`src/rtl/ad_pkg.sv`:
```
// Shared constants for the ADC scan path: FSM state codes, default
// geometry and the serial clock divider shared with sclk_gen.
package ad_pkg;

  typedef logic [2:0] ad_state_t;

  localparam ad_state_t ST_IDLE  = 3'd0;
  localparam ad_state_t ST_CONV  = 3'd1;
  localparam ad_state_t ST_SYNC  = 3'd2;
  localparam ad_state_t ST_SHIFT = 3'd3;
  localparam ad_state_t ST_STORE = 3'd4;
  localparam ad_state_t ST_NEXT  = 3'd5;
  localparam ad_state_t ST_FIN   = 3'd6;

  localparam int DATA_W_DEF   = 16;
  localparam int CH_NUM_DEF   = 4;
  localparam int CH_W_DEF     = 2;
  localparam int CONV_CYC_DEF = 20;
  localparam int DIV          = 4;

endpackage

```
`src/rtl/ad_scan_ctrl_if.sv`:
```
// Signal bundle between the scan controller, sclk_gen, the ADC pins and
// the sample sink. The controller is the master.
interface ad_scan_ctrl_if
  import ad_pkg::*;
#(
  parameter int DATA_W = DATA_W_DEF,
  parameter int CH_W   = CH_W_DEF
) ();

  logic              start;
  logic              sclk;
  logic              pluse;
  logic              ad_sdo;
  logic              ad_convst;
  logic              ad_cs_n;
  logic              ad_sclk;
  logic [CH_W-1:0]   ch_idx;
  logic [DATA_W-1:0] data;
  logic              data_vld;
  logic              busy;
  logic              done;

  modport master (
    input  start, sclk, pluse, ad_sdo,
    output ad_convst, ad_cs_n, ad_sclk, ch_idx, data, data_vld, busy, done
  );

  modport slave (
    output start, sclk, pluse, ad_sdo,
    input  ad_convst, ad_cs_n, ad_sclk, ch_idx, data, data_vld, busy, done
  );

endinterface

```
`src/rtl/ad_shift_rx.sv`:
```
// MSB-first serial receiver: shifts sdi in on each enable and flags the
// enable that completes a DATA_W-bit word.
module ad_shift_rx #(
  parameter int DATA_W = 16
) (
  input  logic              clk_sys,
  input  logic              rst_n,
  input  logic              clr,
  input  logic              en,
  input  logic              sdi,
  output logic [DATA_W-1:0] word,
  output logic              last
);

  localparam int BW = $clog2(DATA_W + 1);

  logic [BW-1:0] bit_cnt;

  always_ff @(posedge clk_sys or negedge rst_n) begin
    if (!rst_n) begin
      word    <= '0;
      bit_cnt <= '0;
    end else if (clr) begin
      bit_cnt <= '0;
    end else if (en) begin
      // truncating the concatenation drops the old MSB, also valid for DATA_W=1
      word    <= DATA_W'({word, sdi});
      bit_cnt <= bit_cnt + 1'b1;
    end
  end

  assign last = en && (bit_cnt == BW'(DATA_W - 1));

endmodule

```
`src/rtl/ad_scan_ctrl.sv`:
```
// ADC scan sequencer: converts and reads CH_NUM channels in turn, gating
// the sclk_gen clock onto the ADC only while bits are being shifted.
//
// state | meaning
// IDLE  | waiting for start
// CONV  | ad_convst high, conversion timer running
// SYNC  | chip selected, waiting for sclk phase alignment (first pluse)
// SHIFT | ad_sclk enabled, one bit sampled per pluse
// STORE | word complete, latch into data
// NEXT  | data_vld out, advance channel or finish
// FIN   | done strobe, back to IDLE
module ad_scan_ctrl
  import ad_pkg::*;
#(
  parameter int DATA_W   = DATA_W_DEF,
  parameter int CH_NUM   = CH_NUM_DEF,
  parameter int CH_W     = CH_W_DEF,
  parameter int CONV_CYC = CONV_CYC_DEF
) (
  input  logic           clk_sys,
  input  logic           rst_n,
  ad_scan_ctrl_if.master bus
);

  localparam int CVW = $clog2(CONV_CYC + 1);

  ad_state_t         state;
  ad_state_t         state_nxt;
  logic [CVW-1:0]    conv_cnt;
  logic [DATA_W-1:0] word;
  logic              last;
  logic              sh_en;
  logic              sh_clr;
  logic              ch_last;
  logic              cs_n_q;
  logic              busy_q;
  logic              vld_q;
  logic [CH_W-1:0]   ch_q;
  logic [DATA_W-1:0] data_q;

  assign sh_en   = bus.pluse && (state == ST_SHIFT);
  assign sh_clr  = (state == ST_SYNC);
  assign ch_last = (ch_q == CH_W'(CH_NUM - 1));

  ad_shift_rx #(.DATA_W(DATA_W)) u_shift_rx (
    .clk_sys (clk_sys),
    .rst_n   (rst_n),
    .clr     (sh_clr),
    .en      (sh_en),
    .sdi     (bus.ad_sdo),
    .word    (word),
    .last    (last)
  );

  // cs_n and busy are registered decodes of the next state, so they change
  // on the same edge as the state and never glitch
  always_ff @(posedge clk_sys or negedge rst_n) begin
    if (!rst_n) begin
      state    <= ST_IDLE;
      conv_cnt <= '0;
      cs_n_q   <= 1'b1;
      busy_q   <= 1'b0;
      vld_q    <= 1'b0;
      ch_q     <= '0;
      data_q   <= '0;
    end else begin
      state  <= state_nxt;
      cs_n_q <= !(state_nxt inside {ST_SYNC, ST_SHIFT, ST_STORE});
      busy_q <= (state_nxt != ST_IDLE);
      vld_q  <= (state == ST_STORE);
      if (state_nxt == ST_CONV && state != ST_CONV)
        conv_cnt <= CVW'(CONV_CYC - 1);
      else if (state == ST_CONV && conv_cnt != '0)
        conv_cnt <= conv_cnt - 1'b1;
      if (state == ST_IDLE && bus.start)
        ch_q <= '0;
      else if (state == ST_NEXT && !ch_last)
        ch_q <= ch_q + 1'b1;
      if (state == ST_STORE)
        data_q <= word;
    end
  end

  always_comb begin
    state_nxt = state;
    case (state)
      ST_IDLE:  if (bus.start)       state_nxt = ST_CONV;
      ST_CONV:  if (conv_cnt == '0)  state_nxt = ST_SYNC;
      ST_SYNC:  if (bus.pluse)       state_nxt = ST_SHIFT;
      ST_SHIFT: if (last)            state_nxt = ST_STORE;
      ST_STORE:                      state_nxt = ST_NEXT;
      ST_NEXT:                       state_nxt = ch_last ? ST_FIN : ST_CONV;
      ST_FIN:                        state_nxt = ST_IDLE;
      default:                       state_nxt = ST_IDLE;
    endcase
  end

  always_comb begin
    bus.ad_convst = (state == ST_CONV);
    bus.done      = (state == ST_FIN);
    bus.ad_sclk   = (state == ST_SHIFT) ? bus.sclk : 1'b1;
    bus.ad_cs_n   = cs_n_q;
    bus.busy      = busy_q;
    bus.data_vld  = vld_q;
    bus.ch_idx    = ch_q;
    bus.data      = data_q;
  end

endmodule

```
`src/flat_wrapper.sv`:
```
// flat-port wrapper written by rule: the top's interface ports become plain ports
module ad_scan_ctrl_flat import ad_pkg::*;
#(
  parameter int DATA_W   = DATA_W_DEF,
  parameter int CH_NUM   = CH_NUM_DEF,
  parameter int CH_W     = CH_W_DEF,
  parameter int CONV_CYC = CONV_CYC_DEF
)
  (clk_sys, rst_n, bus_start, bus_sclk, bus_pluse, bus_ad_sdo, bus_ad_convst, bus_ad_cs_n, bus_ad_sclk, bus_ch_idx, bus_data, bus_data_vld, bus_busy, bus_done);
  ad_scan_ctrl_if #(.DATA_W(DATA_W), .CH_W(CH_W)) bus_i ();
  input  logic clk_sys;
  input  logic rst_n;
  input wire logic [$bits(bus_i.start)-1:0] bus_start;
  input wire logic [$bits(bus_i.sclk)-1:0] bus_sclk;
  input wire logic [$bits(bus_i.pluse)-1:0] bus_pluse;
  input wire logic [$bits(bus_i.ad_sdo)-1:0] bus_ad_sdo;
  output wire logic [$bits(bus_i.ad_convst)-1:0] bus_ad_convst;
  output wire logic [$bits(bus_i.ad_cs_n)-1:0] bus_ad_cs_n;
  output wire logic [$bits(bus_i.ad_sclk)-1:0] bus_ad_sclk;
  output wire logic [$bits(bus_i.ch_idx)-1:0] bus_ch_idx;
  output wire logic [$bits(bus_i.data)-1:0] bus_data;
  output wire logic [$bits(bus_i.data_vld)-1:0] bus_data_vld;
  output wire logic [$bits(bus_i.busy)-1:0] bus_busy;
  output wire logic [$bits(bus_i.done)-1:0] bus_done;
  assign bus_i.start = bus_start;
  assign bus_i.sclk = bus_sclk;
  assign bus_i.pluse = bus_pluse;
  assign bus_i.ad_sdo = bus_ad_sdo;
  assign bus_ad_convst = bus_i.ad_convst;
  assign bus_ad_cs_n = bus_i.ad_cs_n;
  assign bus_ad_sclk = bus_i.ad_sclk;
  assign bus_ch_idx = bus_i.ch_idx;
  assign bus_data = bus_i.data;
  assign bus_data_vld = bus_i.data_vld;
  assign bus_busy = bus_i.busy;
  assign bus_done = bus_i.done;
  ad_scan_ctrl #(.DATA_W(DATA_W), .CH_NUM(CH_NUM), .CH_W(CH_W), .CONV_CYC(CONV_CYC)) u_core (.clk_sys(clk_sys), .rst_n(rst_n), .bus(bus_i));
endmodule
```
`config.mk`:
```
export PLATFORM = sky130hd
export DESIGN_NAME = ad_scan_ctrl_flat
export DESIGN_NICKNAME = d
export VERILOG_FILES = /design/src/rtl/ad_pkg.sv /design/src/rtl/ad_scan_ctrl_if.sv /design/src/rtl/ad_shift_rx.sv /design/src/rtl/ad_scan_ctrl.sv /design/src/flat_wrapper.sv
export SDC_FILE = /design/constraint.sdc
export NUM_CORES = 1
export LEC_CHECK = 0
export ABC_AREA = 1
export CAP_MARGIN = 20
export CORE_AREA = 3 3 68 101
export DETAILED_ROUTE_END_ITERATION = 8
export DIE_AREA = 0 0 71 104
export GPL_TIMING_DRIVEN = 0
export PLACE_DENSITY = 0.62
export SYNTH_ARGS = -nofsm -noshare
export SYNTH_HDL_FRONTEND = slang
export SYNTH_HIERARCHICAL = 1
export SYNTH_SLANG_ARGS = --single-unit
```
`constraint.sdc`:
```
create_clock -name clk_sys -period 1.9 [get_ports clk_sys]
set_input_delay 0.57 -clock clk_sys [delete_from_list [all_inputs] [get_ports clk_sys]]
set_output_delay 0.57 -clock clk_sys [all_outputs]
set_load 0.05 [all_outputs]
```
==> out/metrics.csv <==
stage,metric,value,unit
run_status,status,"finished, violations left",
run_status,violations,negative setup slack,
routing,drt_first_pass_iters,4,
run,max_cap_violations,0,
routing,postRouteAntennaNets,0,
timing,finalSetupViolations,1,
routing,wl_per_cell,11.8,um
yosys,syn-num-nets,272,
routing,num_vias,1743,
yosys,synth_ff_type,dfrtp_1,
clocking,clkTransAtPathRegs,0.09,ns
clocking,cts_sinks,50,
yosys,yosys.area_share.adder,2.68,%
yosys,yosysSeqAreaShare,53.7,%
setup_path,crit_chain,buf_6 > nor2_4 > nand2_4 > or2_4 > buf_8,
yosys,yosysUniqueCellTypes,30,
yosys,synth_compound_area_share,4.18,%
yosys,synthSimpleGateAreaFrac,31.7,%
setup_path,cp_max_fo,6,
floorplan,start_util,38.1,%
clocking,cts_tree,yes,
floorplan,core,6130,um2
setup_path,worstSetupPathType,flop to output port,
clocking,cts-buffers-inserted,5,
timing,slew_headroom,66.3,%
yosys,ys_warn_count,6,
routing,via_per_inst,4.62,
timing,maxSlewViolCount,0,
clocking,htreeDepth,2,
setup_path,endpoint,bus_ad_sclk,
finish,num_antenna_cells,0,
place,port-buffer-count,29,
setup_path,cp_data_required_time,1.33,ns
timing,hold_viol,0,
finish,fin_cells,377,
timing,max_freq,0.514,GHz
finish,drive_gt1_share,20.5,%
setup_path,crit_buf_inv,2,
setup_path,r2r_start,u_core/state[2],
yosys,synth_edf_count,0,
floorplan,rows,35,
floorplan,io_pins,30,
global_routing,first_global_vias,1695,
yosys,synth_top_family_by_area,simple AND/OR/NAND/NOR gates,
timing,fin_ws,-0.0451,ns
timing,fin_skew,0.00852,ns
yosys,synth.area.mux_share,0,%
yosys,async_flop_share,100,%
setup_path,worstSetupStartpointType,flop,
place,gp_congestion,0.791,
clocking,clock_latency,0.30,ns
global_routing,grt_overflow,0,
global_routing,grt_pass1_wl,7.68,mm
global_routing,grt_start_max_net_pins,39,
finish,num-nets-final,314,
routing,drc,0,
finish,syn_to_final_growth,21.6,%
routing,finalWirelength,4.45,mm
setup_path,arrival,1.38,ns
setup_path,cpPeakStageDelay,0.38,ns
place,dpl.hpwl,3.15,mm
yosys,synthCells,261,
setup_path,reg2regPathDepth,14,
setup_path,crit_cells,5,
floorplan,chipHeight,104,um
place,place_inst,365,
floorplan,die_area,7380,um2
setup_path,cp_top_family,simple AND/OR/NAND/NOR gates,
place,post-place-ws,-0.614,ns
setup_path,critPathLaunch,u_core/state[2],
yosys,netlist_area,2330,um2
global_routing,track_usage,12.8,%
power,cellLeakagePower,0.00155,uW
timing,rsz0062_at_grt,true,
clocking,cts_buffer_depth,2,
setup_path,worstSetupEndpointType,output port,
timing,worst_pin_slew,0.507,ns
yosys,syn_avg_cell_area,8.94,um2
clocking,clockRootBuffer,clkbuf_8,
floorplan,die_x,71,um
yosys,synth_xor_area_share,0,%
setup_path,worstReg2RegEnd,u_core/bus.ad_cs_n,
power,peakVddDrop,0.617,mV
timing,period_needed,1.95,ns
timing,period_share,102,%
power,p_per_area,1260,nW/um2
setup_path,cp_slowest_cell,dfrtp_1,
min_path,hold_class,input pin to asynchronous set/reset pin,
setup_path,reg2reg_slack,0.11,ns
global_routing,antenna_found_initial,0,
routing,dr.first_iter.drc_count,55,
yosys,yosys_register_bits,50,
timing,fin_hold_ws,0.149,ns
## routing by layer
layer	GRT usage [%]	wire [um]	up-vias
met1	15.3	1950	816
met5	0	0	-
met2	21.8	2300	22
met4	5.38	72	0
li1	-	-	898
met3	2.51	123	7
## area by class of cell
class	instances	area (um2)
fillers	602	3290
flip-flops and latches	50	1250
multi-input cells	179	913
repair buffers	36	324
inverters	23	92.6
well taps	74	92.6
plain buffers	8	80.1
clock buffers	6	72.6
clock inverters	1	7.51
## per-stage QoR
stage | utilization, % | setup TNS [ns] | instance area, um2 | power (uW)
floorplan | - | 0 | 2340 | 2580
global placement | 44.4 | -64.21 | 2720 | 2880
detailed placement | 44.6 | -2.63 | 2740 | 2910
CTS | 45.5 | -0.156 | 2790 | 3510
global route | 46.3 | -0.0890 | 2840 | 3830
finish | 46.3 | -0.0451 | 2840 | 3570
## cell usage after synthesis, types with 3 or more instances
master / number / share of area, %
nand2_1: 102 / 16
dfrtp_1: 49 / 53
nand3_1: 19 / 4.1
inv_1: 15 / 2.4
nor2_1: 13 / 2.1
buf_6: 6 / 2.9
ha_1: 5 / 2.7
inv_2: 5 / 0.80
nand4_1: 4 / 1.1
nor2_2: 4 / 1.1
nor2_4: 4 / 1.9
o21ai_2: 4 / 1.5
a21oi_1: 3 / 0.64
nand2_2: 3 / 0.80
o21ai_0: 3 / 0.64
o21ai_1: 3 / 0.64
## repair_timing
item                                    in CTS  in global routing
hold buffers                                 0                  0
pin swaps                                    0                  1
endpoints found under the setup margin      27                  4
buffers inserted                             1                  5
gates resized for setup                     42                  5
cloned                                       0                  0
## where the power goes
| group | total [uW] | leakage, uW | switching (uW) | internal [uW] |
|---|---|---|---|---|
| Sequential | 1530 | 0.000644 | 188 | 1340 |
| Clock | 594 | 0.0000373 | 341 | 253 |
| Combinational | 1450 | 0.000873 | 898 | 550 |
| Total | 3570 | 0.00155 | 1430 | 2140 |
## placed cells by master (no fill, tap or decap), drive strengths merged
cell and count:
clkdlybuf4s50 4, nand3 22, nand2 107, clkinv 1, inv 22, nand4 5, dlygate4sd2 20, nor3 2
ha 5, dfrtp 49, clkinvlp 1, and3 1, clkbuf 8, nor2 21, dfstp 1, buf 18
a21oi 5, or2 1, o21ai 10
## kinds of logic after synthesis
kind of cell	count (synthesis)
and+or+nand+nor	159
AOI/OAI and AO/OA	15
DFF	50
buffers and inverters	32
adders and majority gates	5
## sequential cells by signal, summed over array words and instances (netlist names)
name                       cells
u_core/bus.busy                1
u_core/bus.ch_idx              2
u_core/bus.data               16
u_core/conv_cnt                5
u_core/u_shift_rx/word        16
u_core/u_shift_rx/bit_cnt      5
u_core/state                   3
u_core/bus.data_vld            1
u_core/bus.ad_cs_n             1
## worst min path at each step
| stage | end | slack [ns] | cells after the start |
|---|---|---|---|
| detailed placement | u_core/bus.data[15] | 0.46 | 2 |
| global route | u_core/bus.data[11] | 0.16 | 1 |
| floorplan | u_core/bus.busy | 0.27 | 0 |
| finish | u_core/bus.data[11] | 0.15 | 1 |
| global placement | u_core/bus.data[15] | 0.45 | 2 |
| CTS | u_core/bus.data[11] | 0.15 | 1 |
Note: power is estimated with default switching activity, not from simulation.
